===== config.mk =====
export PLATFORM = sky130hd
export DESIGN_NAME = fifo_wr_arbiter_flat
export DESIGN_NICKNAME = d
export VERILOG_FILES = /design/src/rtl/fifo_wr_arbiter_if.sv /design/src/rtl/fifo_wr_arbiter.sv /design/src/flat_wrapper.sv
export SDC_FILE = /design/constraint.sdc
export NUM_CORES = 1
export LEC_CHECK = 0
export ABC_AREA = 1
export CORE_UTILIZATION = 44
export DETAILED_ROUTE_END_ITERATION = 8
export PLACE_DENSITY = 0.79
export REMOVE_ABC_BUFFERS = 1
export SYNTH_ARGS = -nofsm -noshare
export SYNTH_HDL_FRONTEND = slang
export SYNTH_SLANG_ARGS = --single-unit

===== constraint.sdc =====
create_clock -name CLK -period 1.9 [get_ports CLK]
set_clock_uncertainty 0.15 [all_clocks]
set_input_delay 0.19 -clock CLK [delete_from_list [all_inputs] [get_ports CLK]]
set_output_delay 0.19 -clock CLK [all_outputs]
set_load 0.005 [all_outputs]

===== src/rtl/fifo_wr_arbiter_if.sv =====
// Handshake bundle between the two requesters, the arbiter and the FIFO write side.
// Signals: REQ/DATA/ACK for A and B, FIFO_FULL, WR_INC, WR_DATA_FIFO, ARB_BUSY, GRANT_SRC.
interface fifo_wr_arbiter_if #(
    parameter int DATA_WIDTH = 8
);
    logic                    REQ_A;
    logic [DATA_WIDTH-1:0]   DATA_A;
    logic                    ACK_A;
    logic                    REQ_B;
    logic [2*DATA_WIDTH-1:0] DATA_B;
    logic                    ACK_B;
    logic                    FIFO_FULL;
    logic                    WR_INC;
    logic [DATA_WIDTH-1:0]   WR_DATA_FIFO;
    logic                    ARB_BUSY;
    logic                    GRANT_SRC;

    // Requester / FIFO side
    modport master (
        output REQ_A, DATA_A, REQ_B, DATA_B, FIFO_FULL,
        input  ACK_A, ACK_B, WR_INC, WR_DATA_FIFO, ARB_BUSY, GRANT_SRC
    );

    // Arbiter side
    modport slave (
        input  REQ_A, DATA_A, REQ_B, DATA_B, FIFO_FULL,
        output ACK_A, ACK_B, WR_INC, WR_DATA_FIFO, ARB_BUSY, GRANT_SRC
    );
endinterface


===== src/rtl/fifo_wr_arbiter.sv =====
// Round-robin arbiter serialising A (1 byte) and B (2 byte) transactions into FIFO writes.
// Ports: CLK, RST (sync, active-high), bus (slave modport of fifo_wr_arbiter_if).
// Optional macro FIFO_ARB_TAG_EN prefixes each transaction with TAG_A / TAG_B.
module fifo_wr_arbiter #(
    parameter int DATA_WIDTH = 8
`ifdef FIFO_ARB_TAG_EN
    ,
    parameter logic [DATA_WIDTH-1:0] TAG_A = 'hA1,
    parameter logic [DATA_WIDTH-1:0] TAG_B = 'hB2
`endif
) (
    input  logic              CLK,
    input  logic              RST,
    fifo_wr_arbiter_if.slave  bus
);
    localparam int HW = 2 * DATA_WIDTH;

    typedef enum logic [1:0] {
        IDLE  = 2'd0,
        BYTE0 = 2'd1,
        BYTE1 = 2'd2
`ifdef FIFO_ARB_TAG_EN
        ,
        TAG   = 2'd3
`endif
    } state_t;

    state_t                state;
    logic [HW-1:0]         holding;
    logic                  last_b;
    logic                  ack_a;
    logic                  ack_b;
    logic                  grant_src;
    logic                  pick_b;
    logic                  wr_inc;
    logic [DATA_WIDTH-1:0] wr_data;

    // B wins if it is alone, or on a tie when A was served last.
    assign pick_b = bus.REQ_B && (!bus.REQ_A || !last_b);

    // A write happens in any send cycle the FIFO can take it; reset kills it at once.
    assign wr_inc = (state != IDLE) && !bus.FIFO_FULL && !RST;

    always_comb begin
        wr_data = '0;
        if (wr_inc) begin
            unique case (state)
`ifdef FIFO_ARB_TAG_EN
                TAG:     wr_data = grant_src ? TAG_B : TAG_A;
`endif
                BYTE0:   wr_data = holding[DATA_WIDTH-1:0];
                BYTE1:   wr_data = holding[HW-1:DATA_WIDTH];
                default: wr_data = '0;
            endcase
        end
    end

    always_ff @(posedge CLK) begin
        if (RST) begin
            state     <= IDLE;
            holding   <= '0;
            last_b    <= 1'b1;
            ack_a     <= 1'b0;
            ack_b     <= 1'b0;
            grant_src <= 1'b0;
        end else begin
            ack_a <= 1'b0;
            ack_b <= 1'b0;
            unique case (state)
                IDLE: begin
                    if (bus.REQ_A || bus.REQ_B) begin
                        grant_src <= pick_b;
                        last_b    <= pick_b;
                        ack_a     <= !pick_b;
                        ack_b     <= pick_b;
                        holding   <= pick_b ? bus.DATA_B
                                            : {{DATA_WIDTH{1'b0}}, bus.DATA_A};
`ifdef FIFO_ARB_TAG_EN
                        state     <= TAG;
`else
                        state     <= BYTE0;
`endif
                    end
                end
`ifdef FIFO_ARB_TAG_EN
                TAG: begin
                    if (wr_inc) state <= BYTE0;
                end
`endif
                BYTE0: begin
                    if (wr_inc) state <= grant_src ? BYTE1 : IDLE;
                end
                BYTE1: begin
                    if (wr_inc) state <= IDLE;
                end
                default: state <= IDLE;
            endcase
        end
    end

    assign bus.ACK_A        = ack_a;
    assign bus.ACK_B        = ack_b;
    assign bus.WR_INC       = wr_inc;
    assign bus.WR_DATA_FIFO = wr_data;
    assign bus.ARB_BUSY     = (state != IDLE);
    assign bus.GRANT_SRC    = grant_src;
endmodule


===== src/flat_wrapper.sv =====
// flat-port wrapper written by rule: the top's interface ports become plain ports
module fifo_wr_arbiter_flat 
#(
    parameter int DATA_WIDTH = 8

)
  (CLK, RST, bus_REQ_A, bus_DATA_A, bus_REQ_B, bus_DATA_B, bus_FIFO_FULL, bus_ACK_A, bus_ACK_B, bus_WR_INC, bus_WR_DATA_FIFO, bus_ARB_BUSY, bus_GRANT_SRC);
  fifo_wr_arbiter_if #(.DATA_WIDTH(DATA_WIDTH)) bus_i ();
  input  logic CLK;
  input  logic RST;
  input wire logic [$bits(bus_i.REQ_A)-1:0] bus_REQ_A;
  input wire logic [$bits(bus_i.DATA_A)-1:0] bus_DATA_A;
  input wire logic [$bits(bus_i.REQ_B)-1:0] bus_REQ_B;
  input wire logic [$bits(bus_i.DATA_B)-1:0] bus_DATA_B;
  input wire logic [$bits(bus_i.FIFO_FULL)-1:0] bus_FIFO_FULL;
  output wire logic [$bits(bus_i.ACK_A)-1:0] bus_ACK_A;
  output wire logic [$bits(bus_i.ACK_B)-1:0] bus_ACK_B;
  output wire logic [$bits(bus_i.WR_INC)-1:0] bus_WR_INC;
  output wire logic [$bits(bus_i.WR_DATA_FIFO)-1:0] bus_WR_DATA_FIFO;
  output wire logic [$bits(bus_i.ARB_BUSY)-1:0] bus_ARB_BUSY;
  output wire logic [$bits(bus_i.GRANT_SRC)-1:0] bus_GRANT_SRC;
  assign bus_i.REQ_A = bus_REQ_A;
  assign bus_i.DATA_A = bus_DATA_A;
  assign bus_i.REQ_B = bus_REQ_B;
  assign bus_i.DATA_B = bus_DATA_B;
  assign bus_i.FIFO_FULL = bus_FIFO_FULL;
  assign bus_ACK_A = bus_i.ACK_A;
  assign bus_ACK_B = bus_i.ACK_B;
  assign bus_WR_INC = bus_i.WR_INC;
  assign bus_WR_DATA_FIFO = bus_i.WR_DATA_FIFO;
  assign bus_ARB_BUSY = bus_i.ARB_BUSY;
  assign bus_GRANT_SRC = bus_i.GRANT_SRC;
  fifo_wr_arbiter #(.DATA_WIDTH(DATA_WIDTH)) u_core (.CLK(CLK), .RST(RST), .bus(bus_i));
endmodule

### Word level (Yosys, flattened, before mapping)

Index checks and enable logic that the tools add are counted.

* register bits: 22
* bits in latches: 0
* bits in writable memories: 0
* bits in read-only memories: 0
* input bits: 29
* output and inout bits: 13
* logic and storage cells: 36
* memories: 0

* add/sub/neg operators: 0
* multiply operators: 0
* divide/modulo/power cells: 0
* $lt $le $gt $ge: 0
* equality and inequality tests: 5
* shifts and indexed selects: 0
* muxes and demuxes: 8
* bitwise operators: 2
* reductions and logical operators: 15

Operators by type and width (number)
* $mux 16: 1
* $pmux 8 s2: 1
* $mux 2: 4
* $mux 8: 1
* $pmux 2 s3: 1
* $logic_not 1->1: 5
* $ne 2x2->1 const B: 2
* $logic_and 1x1->1: 3
* $reduce_and 3->1: 1
* $reduce_or 3->1: 1
* $eq 2x1->1 const B: 1
* $eq 2x2->1 const B: 1
* $logic_not 2->1: 1
* $logic_or 1x1->1: 2
* $ne 2x1->1 const B: 1
* $not 1->1: 2
* $reduce_and 2->1: 1
* $reduce_bool 2->1: 1

### Logic depth before layout (Yosys ltp)

Gate-level depths: netlist of run 1.

* depth after elaboration: 5
* depth in mapped cells: 8
* gate-level depth less buffers: 8

### Worst setup path after synthesis of run 1

OpenSTA, ideal clock, no wires.

* path type: reg2out
* from: register u_core.state[0]
* to: output bus_WR_DATA_FIFO[0]
* arrival: 1.164 ns
* data required time: 1.560 ns
* slack: 0.396 ns
* cell stages (with the launch flop): 8
* path buffers: 0
* cell sequence: dfxtp_1 -> inv_1 -> ha_1 -> nor2_1 -> nand2_1 -> inv_1 -> nand2_1 -> a21oi_1

* cells in the longest elaborated chain, start to end: 4
* elaborated cells between the ends (all ways): 7
* classes of those cells: 2 x eq/ne; 2 x mux; 3 x reduce/logical

Ends and longest elaborated chain
* from (decl): RTL line fifo_wr_arbiter.sv:28 `state_t state;`
* from (signal assigned): RTL line fifo_wr_arbiter.sv:91 `if (wr_inc) state <= grant_src ? BYTE1 : IDLE;`
* $reduce_bool 2->1: RTL line fifo_wr_arbiter.sv:42 `assign wr_inc = (state != IDLE) && !bus.FIFO_FULL && !RST;`
* $logic_and 1x1->1 (2 in series): RTL line fifo_wr_arbiter.sv:42
* named net bus_WR_INC: RTL line flat_wrapper.sv:18 `output wire logic [$bits(bus_i.WR_INC)-1:0] bus_WR_INC;`
* $mux 8: RTL line fifo_wr_arbiter.sv:46 `if (wr_inc) begin`
* to (decl): RTL line flat_wrapper.sv:19 `output wire logic [$bits(bus_i.WR_DATA_FIFO)-1:0] bus_WR_DATA_FIFO;`

The timed path passes the listed nets, and every way through them passes these cells.

### Worst setup path in the final report of run 1

* from: register u_core.state[1]
* to: output bus_WR_DATA_FIFO[5]

* cells in the longest elaborated chain, start to end: 4
* elaborated cells between the ends (all ways): 7
* classes of those cells: 2 x eq/ne; 2 x mux; 3 x reduce/logical

Ends and longest elaborated chain (RTL line)
* branches (longest 3 deep; another with $pmux 8 s2)
* $mux 8 *: fifo_wr_arbiter.sv:46

Mark *: on every way between the ends.

==> results of run 1 <==
cell families after synthesis:
logic type      after synthesis  synth area share (%)
compound gates               28                  12.5
fa+ha+maj                     4                  4.34
buf+inv                      24                  9.88
flops                        22                  38.2
simple gates                 94                  35.1
Yosys cell counts, types with 2 or more instances:
cell | n | share of area (%)
sky130_fd_sc_hd__inv_2 | 2 | 0.65
sky130_fd_sc_hd__nand2_1 | 56 | 18
sky130_fd_sc_hd__nand3_1 | 3 | 1.3
sky130_fd_sc_hd__a21oi_1 | 19 | 8.3
sky130_fd_sc_hd__buf_6 | 2 | 2.0
sky130_fd_sc_hd__nand2_2 | 3 | 1.6
sky130_fd_sc_hd__nor2_2 | 11 | 6.0
sky130_fd_sc_hd__inv_1 | 14 | 4.6
sky130_fd_sc_hd__clkbuf_1 | 2 | 0.65
sky130_fd_sc_hd__ha_1 | 4 | 4.3
sky130_fd_sc_hd__nor3_1 | 2 | 0.87
sky130_fd_sc_hd__dfxtp_1 | 22 | 38
sky130_fd_sc_hd__o21ai_1 | 8 | 3.5
sky130_fd_sc_hd__buf_2 | 2 | 0.87
sky130_fd_sc_hd__nor2_1 | 17 | 5.5
power breakdown:
group          internal (mW)  switching (mW)
logic                  0.502           0.587
registers              0.589          0.0703
clock network          0.213           0.152
worst paths after layout:
check | startpoint | endpoint | slack (ns) | cells past startpoint
min reg2reg | u_core.holding[13] | u_core.holding[13] | 0.33 | 2
max reg2reg | u_core.state[1] | u_core.state[1] | 0.09 | 13
max | u_core.state[1] | bus_WR_DATA_FIFO[5] | -0.03 | 9
min | bus_DATA_B[15] | u_core.holding[15] | 0.26 | 3
repair_timing:
action | 4_1_cts | 5_1_grt
resized for setup | 56 | 10
pin swaps | 2 | 5
setup buffers | 9 | 4
setup endpoints to repair | 10 | 10
per-stage QoR:
step	worst slack [ns]	hold slack, ns	instances	utilization [%]	total power, mW
after floorplan	0.388	0.109	165	-	1.17
after global placement	-0.130	0.309	245	65.4	1.49
after detailed placement	-0.222	0.317	245	65.4	1.53
after CTS	-0.00814	0.263	258	71.8	2.03
after global routing	-0.102	0.267	260	73.4	2.25
final	-0.0327	0.255	260	73.4	2.11
flip-flops by register name, indices dropped and copies added (netlist names):
name	flops
u_core.last_b	1
u_core.bus.GRANT_SRC	1
u_core.holding	16
u_core.bus.ACK_A	1
u_core.state	2
u_core.bus.ACK_B	1
area by class of cell:
type | count | area [um^2] | share of cell area, %
clock buffer | 3 | 22.5 | 1.24
clock inverter | 1 | 30.0 | 1.65
inverter | 17 | 66.3 | 3.65
multi-input combinational | 126 | 691 | 38.0
sequential | 22 | 443 | 24.4
tap | 30 | 37.5 | 2.06
timing repair buffer | 61 | 528 | 29.0
worst register-to-register path: cells and delay by family (launching register included):
kind,cells,cell delay [ns]
fa+ha+maj,1,0.16
buf+inv,6,0.65
flops,1,0.36
simple gates,6,0.40
layer usage:
layer  up-vias  wire length (um)  global-route usage, %
met2        44              1460                   41.6
met5         -                 0                      0
met1       561              1300                   29.7
li1        647                 -                      -
met4         0                71                   11.8
met3         9               158                   3.16
placed cells by master, fill, tap and decap left out:
master / instances
sky130_fd_sc_hd__inv_2: 6
sky130_fd_sc_hd__a21oi_2: 8
sky130_fd_sc_hd__nand3_2: 2
sky130_fd_sc_hd__dfxtp_2: 2
sky130_fd_sc_hd__ha_1: 1
sky130_fd_sc_hd__buf_6: 3
sky130_fd_sc_hd__nand2_4: 2
sky130_fd_sc_hd__nand2_1: 53
sky130_fd_sc_hd__dfxtp_1: 20
sky130_fd_sc_hd__ha_2: 1
sky130_fd_sc_hd__clkdlybuf4s50_1: 31
sky130_fd_sc_hd__nor2_4: 2
sky130_fd_sc_hd__inv_4: 1
sky130_fd_sc_hd__buf_4: 18
sky130_fd_sc_hd__nor3_1: 2
sky130_fd_sc_hd__o21ai_1: 8
sky130_fd_sc_hd__nor2_2: 11
sky130_fd_sc_hd__buf_2: 8
sky130_fd_sc_hd__nor2_1: 16
sky130_fd_sc_hd__ha_4: 2
sky130_fd_sc_hd__nand2_2: 4
sky130_fd_sc_hd__o21ai_2: 1
sky130_fd_sc_hd__nand3_1: 1
sky130_fd_sc_hd__or2_1: 1
sky130_fd_sc_hd__clkbuf_4: 3
sky130_fd_sc_hd__bufinv_16: 1
sky130_fd_sc_hd__inv_1: 10
sky130_fd_sc_hd__a21oi_1: 11
sky130_fd_sc_hd__dlygate4sd2_1: 1
==> results.sh, run 1 <==
export IMPL_run_status="complete, but fails checks"
export IMPL_failed_checks="negative setup slack"
export IMPL_number_of_enable_type_register_cells_in_the_synthesized_netlist=0
export IMPL_start_util_pct=46.5
export IMPL_worst_skew_pair_late_latency_ns=0.32
export IMPL_grt_first_pass_wirelength_um=4950
export IMPL_worst_slack_ns=-0.0327
export IMPL_hold_viol_final=0
export IMPL_synth_cell_area_um2=1150
export IMPL_final_layout_size_suffix_gt1_share_pct=32.6
export IMPL_finalSetupViolCount=5
export IMPL_path_common_cell="sky130_fd_sc_hd__inv_2"
export IMPL_fmax_mhz=517
export IMPL_cpLargestDelayFamily="buffers and inverters"
export IMPL_worstSetupStartpointType="register"
export IMPL_number_of_global_route_vias_before_repair=1161
export IMPL_yosys_warnings=0
export IMPL_grt_setup_unrepaired="true"
export IMPL_cap_violations=0
export IMPL_placed_area_um2=1620
export IMPL_synth_cell_type_count=20
export IMPL_worst_path_clk_slew_ns=0.13
export IMPL_io_pins=42
export IMPL_portBuffers=41
export IMPL_irDropWorstVdd_mv=0.760
export IMPL_detail_route_wirelength_um=2990
export IMPL_critical_path_slowest_cell="sky130_fd_sc_hd__dfxtp_2"
export IMPL_slew_limit_headroom_pct=80.9
export IMPL_post_cts_hold_buffer_count=0
export IMPL_syn_inst=172
export IMPL_postLayoutCellArea_um2=1820
export IMPL_grt_antenna_before_repair=0
export IMPL_crit_arrival_ns=1.59
export IMPL_ctsHtreeMaxLevel=1
export IMPL_layout_worst_path_cycle_share_pct=102
export IMPL_die_y_um=53.2
export IMPL_gp_congestion=0.765
export IMPL_grt_util_all_layers_pct=24.4
export IMPL_critPathMaxStageDelay_ns=0.36
export IMPL_yosysSeqAreaShare_pct=38.2
export IMPL_maximum_number_of_pins_on_one_net_before_global_route_repair=18
export IMPL_cell_at_the_root_of_the_clock_tree="sky130_fd_sc_hd__clkbuf_4"
export IMPL_synth_seq_cells=22
export IMPL_sink_count_of_the_clock_tree=22
export IMPL_area_growth_pct=57.8
export IMPL_type_of_the_setup_path_with_the_least_slack="reg -> out"
export IMPL_hold_class="in -> reg"
export IMPL_post_route_min_period_ns=1.93
export IMPL_timing_worst_slew_pin_value_ns=0.286
export IMPL_drt_pass1_iter_count=4
export IMPL_dieArea_um2=2830
export IMPL_first_iter_violations=20
export IMPL_clock_tree_buffer_depth=2
export IMPL_antenna_diode_count=0
export IMPL_core_area_um2=2480
export IMPL_num_vias=1261
export IMPL_cts_tree="yes"
export IMPL_floorplan_die_width_um=53.2
export IMPL_finalNetCount=264
export IMPL_gr_total_overflow=0
export IMPL_drc=0
export IMPL_wl_per_cell_um=11.5
export IMPL_pwr_density_cell_nw_per_um2=1160
export IMPL_cts_buf_count=3
export IMPL_critical_path_cell_chain="inv_2 -> ha_4 -> nor2_4 -> nand2_2 -> inv_2 -> nand2_4 -> buf_4 -> a21oi_2 -> buf_2"
export IMPL_worstSetupEndpointType="output pin"
export IMPL_yosys_most_used_dff="sky130_fd_sc_hd__dfxtp_1"
export IMPL_cp_buffers_inverters=4
export IMPL_static_leakage_power_nw=0.792
export IMPL_slew_violations=0
export IMPL_filler_cell_count=198
export IMPL_synth_async_sr_flop_share_pct=0
export IMPL_totalNegativeSetupSlack_ns=-0.128
export IMPL_antenna_violating_nets_post_route=0
export IMPL_worst_endpoint_required_ns=1.56
export IMPL_drt_vias_per_instance=4.85
export IMPL_row_count=18
export IMPL_dp_final_hpwl_um=2070
export IMPL_syn_avg_cell_area_um2=6.70
export IMPL_worst_path_max_fanout=8
(Power assumes the default switching activity.)
==> run 2: changes to the inputs <==
- CAP_MARGIN: not set -> 20
==> results of run 2 <==
Final layout, timing and power as in run 1 (identical DEF).
